===== config.mk =====
export PLATFORM = sky130hd
export DESIGN_NAME = serial_subtractor_flat
export DESIGN_NICKNAME = d
export VERILOG_FILES = /design/src/rtl/serial_subtractor_pkg.sv /design/src/rtl/serial_subtractor_if.sv /design/src/rtl/serial_subtractor_full_subtractor.sv /design/src/rtl/serial_subtractor.sv /design/src/flat_wrapper.sv
export SDC_FILE = /design/constraint.sdc
export NUM_CORES = 1
export LEC_CHECK = 0
export CELL_PAD_IN_SITES_DETAIL_PLACEMENT = 2
export CELL_PAD_IN_SITES_GLOBAL_PLACEMENT = 2
export CORE_UTILIZATION = 29
export DETAILED_ROUTE_END_ITERATION = 7
export GPL_ROUTABILITY_DRIVEN = 0
export PLACE_DENSITY = 0.85
export REMOVE_ABC_BUFFERS = 1
export SLEW_MARGIN = 20
export SYNTH_ARGS = -nofsm -noshare
export SYNTH_HDL_FRONTEND = slang
export SYNTH_SLANG_ARGS = --single-unit

===== constraint.sdc =====
create_clock -name clk -period 1.6 [get_ports clk]
set_clock_uncertainty 0.05 [all_clocks]
set_input_delay 0.32 -clock clk [delete_from_list [all_inputs] [get_ports clk]]
set_output_delay 0.32 -clock clk [all_outputs]
set_load 0.01 [all_outputs]

===== src/rtl/serial_subtractor_pkg.sv =====
// rtl/serial_subtractor_pkg.sv - shared types and constants for the bit-serial subtractor
package serial_subtractor_pkg;

  localparam int DEFAULT_WIDTH = 8;

  // Encoding is fixed so that state values seen on a debug bus stay stable.
  typedef enum logic [1:0] {
    ST_IDLE = 2'b00,
    ST_RUN  = 2'b01,
    ST_DONE = 2'b10
  } state_t;

  // Bit count counter width; a 2-bit operand still needs one counter bit.
  function automatic int cnt_width(input int width);
    return (width < 2) ? 1 : $clog2(width);
  endfunction

endpackage


===== src/rtl/serial_subtractor_if.sv =====
// rtl/serial_subtractor_if.sv - operand/result handshake bundle of the serial subtractor
interface serial_subtractor_if #(
  parameter int WIDTH = serial_subtractor_pkg::DEFAULT_WIDTH
);

  logic             start_valid;
  logic             start_ready;
  logic [WIDTH-1:0] a;
  logic [WIDTH-1:0] b;
  logic             done_valid;
  logic             done_ready;
  logic [WIDTH-1:0] diff;
  logic             borrow_out;
  logic             busy;

  // Requester side: presents operands and consumes the result.
  modport master (
    output start_valid, a, b, done_ready,
    input  start_ready, done_valid, diff, borrow_out, busy
  );

  // Subtractor side.
  modport slave (
    input  start_valid, a, b, done_ready,
    output start_ready, done_valid, diff, borrow_out, busy
  );

endinterface


===== src/rtl/serial_subtractor_full_subtractor.sv =====
// rtl/serial_subtractor_full_subtractor.sv - gate-level half and full subtractor cells

// One-bit x - y without incoming borrow.
module half_subtractor (
  input  logic x,
  input  logic y,
  output logic d,
  output logic bout
);

  assign d    = x ^ y;
  assign bout = ~x & y;

endmodule

// One-bit x - y - bin: two half subtractors chained, borrows merged by an OR,
// mirroring the structure of the adder cells.
module full_subtractor (
  input  logic x,
  input  logic y,
  input  logic bin,
  output logic bout,
  output logic d
);

  logic d1;
  logic b1;
  logic b2;

  half_subtractor u_hs_xy (
    .x    (x),
    .y    (y),
    .d    (d1),
    .bout (b1)
  );

  half_subtractor u_hs_bin (
    .x    (d1),
    .y    (bin),
    .d    (d),
    .bout (b2)
  );

  assign bout = b1 | b2;

endmodule


===== src/rtl/serial_subtractor.sv =====
// rtl/serial_subtractor.sv - bit-serial unsigned a - b, LSB first, valid/ready at both ends
module serial_subtractor
  import serial_subtractor_pkg::*;
#(
  parameter int WIDTH = DEFAULT_WIDTH
) (
  input  logic                 clk,
  input  logic                 rst_n,
  serial_subtractor_if.slave   bus
);

  localparam int CNT_W = cnt_width(WIDTH);
  localparam logic [CNT_W-1:0] LAST_BIT = CNT_W'(WIDTH - 1);

  state_t           state;
  state_t           state_nxt;

  logic [WIDTH-1:0] a_sh;
  logic [WIDTH-1:0] b_sh;
  logic [WIDTH-1:0] diff_q;
  logic             borrow;
  logic             borrow_out_q;
  logic [CNT_W-1:0] count;

  logic             cell_d;
  logic             cell_bout;
  logic             accept;
  logic             last_bit;

  logic             start_ready_c;
  logic             done_valid_c;
  logic             busy_c;

  assign accept   = bus.start_valid && start_ready_c;
  assign last_bit = (count == LAST_BIT);

  // The single arithmetic cell; the borrow flop closes the serial chain.
  full_subtractor u_cell (
    .x    (a_sh[0]),
    .y    (b_sh[0]),
    .bin  (borrow),
    .bout (cell_bout),
    .d    (cell_d)
  );

  // State register.
  always_ff @(posedge clk or negedge rst_n) begin
    if (!rst_n) begin
      state <= ST_IDLE;
    end else begin
      state <= state_nxt;
    end
  end

  // Next-state: accept in IDLE, finish on the last bit, release on hand-off.
  always_comb begin
    state_nxt = state;
    unique case (state)
      ST_IDLE: if (accept)                           state_nxt = ST_RUN;
      ST_RUN:  if (last_bit)                         state_nxt = ST_DONE;
      ST_DONE: if (done_valid_c && bus.done_ready)   state_nxt = ST_IDLE;
      default:                                       state_nxt = ST_IDLE;
    endcase
  end

  // Handshake outputs decoded purely from state.
  always_comb begin
    start_ready_c = 1'b0;
    done_valid_c  = 1'b0;
    busy_c        = 1'b0;
    unique case (state)
      ST_IDLE: start_ready_c = 1'b1;
      ST_RUN:  busy_c        = 1'b1;
      ST_DONE: begin
        done_valid_c = 1'b1;
        busy_c       = 1'b1;
      end
      default: start_ready_c = 1'b0;
    endcase
  end

  // Datapath: capture operands on accept, then one bit per clock while running.
  always_ff @(posedge clk or negedge rst_n) begin
    if (!rst_n) begin
      a_sh         <= '0;
      b_sh         <= '0;
      diff_q       <= '0;
      borrow       <= 1'b0;
      borrow_out_q <= 1'b0;
      count        <= '0;
    end else begin
      unique case (state)
        ST_IDLE: begin
          if (accept) begin
            a_sh   <= bus.a;
            b_sh   <= bus.b;
            borrow <= 1'b0;
            count  <= '0;
          end
        end
        ST_RUN: begin
          diff_q <= {cell_d, diff_q[WIDTH-1:1]};
          borrow <= cell_bout;
          a_sh   <= a_sh >> 1;
          b_sh   <= b_sh >> 1;
          count  <= count + CNT_W'(1);
          if (last_bit) begin
            borrow_out_q <= cell_bout;
          end
        end
        default: begin
          // DONE holds the result until the consumer takes it.
        end
      endcase
    end
  end

  assign bus.start_ready = start_ready_c;
  assign bus.done_valid  = done_valid_c;
  assign bus.busy        = busy_c;
  assign bus.diff        = diff_q;
  assign bus.borrow_out  = borrow_out_q;

endmodule


===== src/flat_wrapper.sv =====
// flat-port wrapper written by rule: the top's interface ports become plain ports
module serial_subtractor_flat import serial_subtractor_pkg::*;
#(
  parameter int WIDTH = DEFAULT_WIDTH
)
  (clk, rst_n, bus_start_valid, bus_a, bus_b, bus_done_ready, bus_start_ready, bus_done_valid, bus_diff, bus_borrow_out, bus_busy);
  serial_subtractor_if #(.WIDTH(WIDTH)) bus_i ();
  input  logic clk;
  input  logic rst_n;
  input wire logic [$bits(bus_i.start_valid)-1:0] bus_start_valid;
  input wire logic [$bits(bus_i.a)-1:0] bus_a;
  input wire logic [$bits(bus_i.b)-1:0] bus_b;
  input wire logic [$bits(bus_i.done_ready)-1:0] bus_done_ready;
  output wire logic [$bits(bus_i.start_ready)-1:0] bus_start_ready;
  output wire logic [$bits(bus_i.done_valid)-1:0] bus_done_valid;
  output wire logic [$bits(bus_i.diff)-1:0] bus_diff;
  output wire logic [$bits(bus_i.borrow_out)-1:0] bus_borrow_out;
  output wire logic [$bits(bus_i.busy)-1:0] bus_busy;
  assign bus_i.start_valid = bus_start_valid;
  assign bus_i.a = bus_a;
  assign bus_i.b = bus_b;
  assign bus_i.done_ready = bus_done_ready;
  assign bus_start_ready = bus_i.start_ready;
  assign bus_done_valid = bus_i.done_valid;
  assign bus_diff = bus_i.diff;
  assign bus_borrow_out = bus_i.borrow_out;
  assign bus_busy = bus_i.busy;
  serial_subtractor #(.WIDTH(WIDTH)) u_core (.clk(clk), .rst_n(rst_n), .bus(bus_i));
endmodule

==> Word level (Yosys, flattened, before mapping) <==
Index checks and enable logic that the tools add are counted.
Widths: inputs -> output; s select.
{ "op_classes": {"addsub": 1, "bitwise": 7, "mux": 15, "reduce_logical": 8, "eq_ne": 6} }
{ "op_table": {"columns": ["cell", "count"], "rows": [
  ["$pmux 8 s2", 2],
  ["$mux 8", 2],
  ["$mux 2", 3],
  ["$ne 2x1->1 const B", 3],
  ["$pmux 2 s3", 1],
  ["$pmux 3 s2", 1],
  ["$mux 1", 4],
  ["$reduce_and 2->1", 2],
  ["$add 3x1->3 const B", 1],
  ["$eq 3x3->1 const B", 1],
  ["$mux 3", 1],
  ["$reduce_and 3->1", 1],
  ["$and 1x1->1", 2],
  ["$eq 2x1->1 const B", 1],
  ["$eq 2x2->1 const B", 1],
  ["$logic_and 1x1->1", 2],
  ["$logic_not 2->1", 1],
  ["$not 1->1", 2],
  ["$pmux 1 s2", 1],
  ["$reduce_bool 2->1", 1],
  ["$reduce_or 2->1", 1],
  ["$xor 1x1->1", 2],
  ["$or 1x1->1", 1]
]} }
{ "word_totals": {"word_cells": 44, "inputBits": 20, "out_inout_bits": 12, "register_bits": 31} }

==> Longest topological paths before layout <==
{ "logic_depth": {"ltp_word": 5, "depth_mapped": 7, "mapped_depth_nobuf": 5} }

==> Modules after synthesis <==
A second synthesis with hierarchy kept.
{ "unflattened": {"hier_cells": 124, "area_unflattened_um2": 1477.7} }
{ "modules_own_cells": {"columns": ["mod", "cells_per_inst", "n_inst", "area_each_um2"], "rows": [
  ["serial_subtractor", 117, 1, 1431.4],
  ["half_subtractor", 3, 2, 20.0],
  ["full_subtractor", 1, 1, 6.3]
]} }

==> Worst setup path before layout <==
Ideal clock, no wire load.
{ "synth_path": {"path_kind": "reg2reg", "from": "register u_core.state[0]", "to": "register u_core.state[0]", "arrival_time_ps": 1449, "path_stages_with_launch": 6, "n_path_buf": 0, "slack_ps": -24, "setup_time_ps": 125, "period_less_slack_ps": 1624, "path_cell_list": "dfrtp_1 -> inv_1 -> ha_1 -> and2b_4 -> a211oi_2 -> mux2_2"} }
{ "synth_between": {"elab_chain_len": 5, "word_cells_on_any_way": 12, "cone_classes": "eq/ne (5); mux (3); reduce/logical (4)"} }
{ "synth_rtl": {"columns": ["item", "line_no", "source"], "rows": [
  ["from (decl)", "serial_subtractor.sv:15", "state_t state;"],
  ["from (signal assigned)", "serial_subtractor.sv:51", "state <= state_nxt;"],
  ["$logic_not 2->1", "serial_subtractor.sv:71", "unique case (state)"],
  ["$mux 1", "serial_subtractor.sv:71", null],
  ["via bus_start_ready", "flat_wrapper.sv:14", "output wire logic [$bits(bus_i.start_ready)-1:0] bus_start_ready;"],
  ["$logic_and 1x1->1", "serial_subtractor.sv:34", "assign accept = bus.start_valid && start_ready_c;"],
  ["$ne 2x1->1 (no line)", null, null],
  ["$reduce_and 3->1 (no line)", null, null]
]} }
The timed path passes the listed nets, and every way through them passes these cells.
A chain may end at the register's enable or synchronous reset.

==> Worst setup path in the final report <==
{ "layout_path": {"from": "register u_core.state[1]", "to": "register u_core.a_sh[5]"} }
{ "layout_between": {"elab_chain_len": 5, "word_cells_on_any_way": 8, "cone_classes": "eq/ne (2); mux (2); reduce/logical (4)"} }
{ "layout_rtl": {"columns": ["item", "line_no", "source"], "rows": [
  ["$logic_not 2->1", "serial_subtractor.sv:71, serial_subtractor.sv:92", null],
  ["$mux 1", "serial_subtractor.sv:71", null],
  ["$logic_and 1x1->1", "serial_subtractor.sv:34", null],
  ["$ne 2x1->1 (no line)", null, null],
  ["$reduce_and 2->1 (no line)", null, null],
  ["to (signal assigned)", "serial_subtractor.sv:95", "a_sh <= bus.a;"],
  ["to (signal assigned)", "serial_subtractor.sv:104", "a_sh <= a_sh >> 1;"],
  ["to (decl)", "serial_subtractor.sv:18", "logic [WIDTH-1:0] a_sh;"]
]} }
Parallel ways exist; a longest one is shown, timed or not.

==> reports/results.ini <==
[critical_path]
crit_fanout=5
required_ps=1770
crit_type=reg -> reg
end_kind=register
crit_slowest_cell=dfrtp_1
path_cells=inv_2 -> ha_4 -> buf_6 -> mux2i_4 -> buf_6 -> clkbuf_16 -> nand2_2 -> o21ai_2
worstPathArrival_ps=1740
max_stage_delay_ps=390
cp-start-kind=register
cpMostUsedCell=buf_6

[placed_design]
post_dp_cell_area_mm2=0.00198
place_hpwl_mm=2.46
io_buffers=31

[sta]
period_share=0.982
fin_crit_ps=1570
maxSlewViolCount=0
setup_viol=0
max-slew-margin-rel=0.722
grt_setup_unrepaired=yes
fmax_mhz=636
finalHoldViolCount=0
worst_pin_slew_ps=416

[die]
rows=25
die_y_um=74.3
dieArea_mm2=0.00551
design.core.area_mm2=0.00488
die_width_um=74.3
num_io_pins=32
start_util=0.310

[finish]
most-common-layout-cells=31 x dfrtp_1, 21 x clkdlybuf4s50_1, 15 x o21ai_2
fin_area_mm2=0.00227
area_delta_synth_final_pct=50.1
final_common_cell=dfrtp_1
nNetsFinal=201
layout-drive-gt1-share=0.403
fill_cells=495
antenna_cells=0

[cts]
holdBufCountCts=0
clk_pin_slew_worst_paths_ps=70
numCtsBuffers=5
cts.path.max_buffers=2
cts_tree=done
clock_latency_ps=280
clock-sinks=31
root_buffer=clkbuf_8
cts_max_level=2

[global_route]
grt_overflow=0
grt.total_usage=0.153
grt_pass1_vias=1299
antenna_found_initial=0
grt_pass1_wl_mm=6.16
grt_max_degree=32

[detailed_routing]
wl_mm=3.96
dr.pass1.iters=2
wl_per_cell_um=16.3
first_iter_violations=32
ant_nets=0
drt-vias-per-instance=4.64
drc=0
vias=1127

[yosys]
syn_inst=125
synth_area_leaders=dfrtp_1 51%, mux2i_1 9.3%, o21ai_2 8.1%
synth_top_cell_by_area=dfrtp_1
yosysWarningCount=0
async_flop_share=1.00
synth-edff-count=0
synth_top_cell_area_share=0.512
synth_cell_types=23
seq_area_frac_synth=0.512
synth_ff_type=dfrtp_1
syn_avg_cell_area_um2=12.1
syn_area_mm2=0.00151
ys_ff_latch=31

[worst_hold_path]
hold_path_class=in -> async

[pwr]
power_density_mw_per_mm2=2120
power.total_mw=4.83
power.leakage_nw=1.07
ir_drop_mv=0.688

[flow_run]
maxCapViolCount=0

[outcome]
run_status=completed

-- state kept, by name (all words and copies together) (netlist names) --
name and cells:
u_core.state 2, u_core.count 3, u_core.a_sh 8, u_core.b_sh 8, u_core.bus.diff 8, u_core.bus.borrow_out 1
u_core.borrow 1
-- critical path: cells and delay by family (launching register included) --
family / cells / cell delay, ps
adder cells (fa/ha/maj): 1 / 160
flip-flops: 1 / 390
AND/OR/NAND/NOR: 1 / 60
AO/OA/AOI/OAI: 1 / 50
buffers and inverters: 4 / 510
multiplexers: 1 / 280
-- through the flow --
| stage | util | setup TNS (ps) | hold WS, ps | cells | worst slack, ps |
|---|---|---|---|---|---|
| global placement | 0.405 | -83.6 | 410 | 227 | -81.1 |
| floorplan | - | -22390 | -25.6 | 119 | -1080 |
| global route | 0.466 | -519 | 423 | 243 | -53.4 |
| CTS | 0.435 | -2.32 | 413 | 240 | -2.32 |
| finish | 0.466 | 0 | 389 | 243 | 28.9 |
| detailed placement | 0.405 | -985 | 424 | 227 | -137 |
-- power by group --
| group | leakage [nW] | internal [mW] | switching, mW |
|---|---|---|---|
| clock | 0.0422 | 0.305 | 0.299 |
| combinational | 0.639 | 1.53 | 1.26 |
| sequential | 0.388 | 1.16 | 0.276 |
-- final timing paths --
kind	start	end	slack (ps)	cells after the start
setup / recovery	u_core.state[1]	u_core.a_sh[5]	30	8
hold / removal	rst_n	u_core.a_sh[4]	390	2
setup reg to reg	u_core.state[1]	u_core.a_sh[5]	30	8
hold reg to reg	u_core.a_sh[3]	u_core.a_sh[3]	430	2
max in group asynchronous	rst_n	u_core.a_sh[1]	810	2
min in group clk	u_core.a_sh[3]	u_core.a_sh[3]	430	2
-- cell usage after synthesis, types with 3 or more instances --
master	instances
mux2i_1	14
o21ai_0	5
dfrtp_1	31
ha_1	5
inv_1	5
buf_6	3
mux2_2	9
nand2_1	21
o21ai_2	14
-- cells by family after synthesis --
kind of cell,after synthesis,share of synthesized area
muxes,24,0.169
DFF,31,0.512
and+or+nand+nor,28,0.0843
adders and majority gates,6,0.0545
buffers and inverters,11,0.0479
AOI/OAI and AO/OA,25,0.132
-- routing by layer --
metal / track usage / wire [um]
met1: 0.172 / 1670
met2: 0.277 / 2090
met3: 0.0366 / 149
met4: 0.0629 / 51
met5: 0 / 0
-- layout make-up --
type / instances / area [um2] / area share
flip-flops and latches: 31 / 776 / 0.341
multi-input cells: 83 / 772 / 0.340
clock buffers: 7 / 76.3 / 0.0336
clock inverters: 1 / 5.00 / 0.00220
repair buffers: 49 / 541 / 0.238
inverters: 5 / 18.8 / 0.00826
well taps: 67 / 83.8 / 0.0369
-- repair_timing --
item | in CTS | in global routing
buffers inserted | 4 | 2
gates cloned | 1 | 2
resized for setup | 22 | 32
hold endpoints to repair | 0 | 0
endpoints found under the setup margin | 25 | 27
pin swaps | 1 | 6
Note: power is estimated with default switching activity, not from simulation.
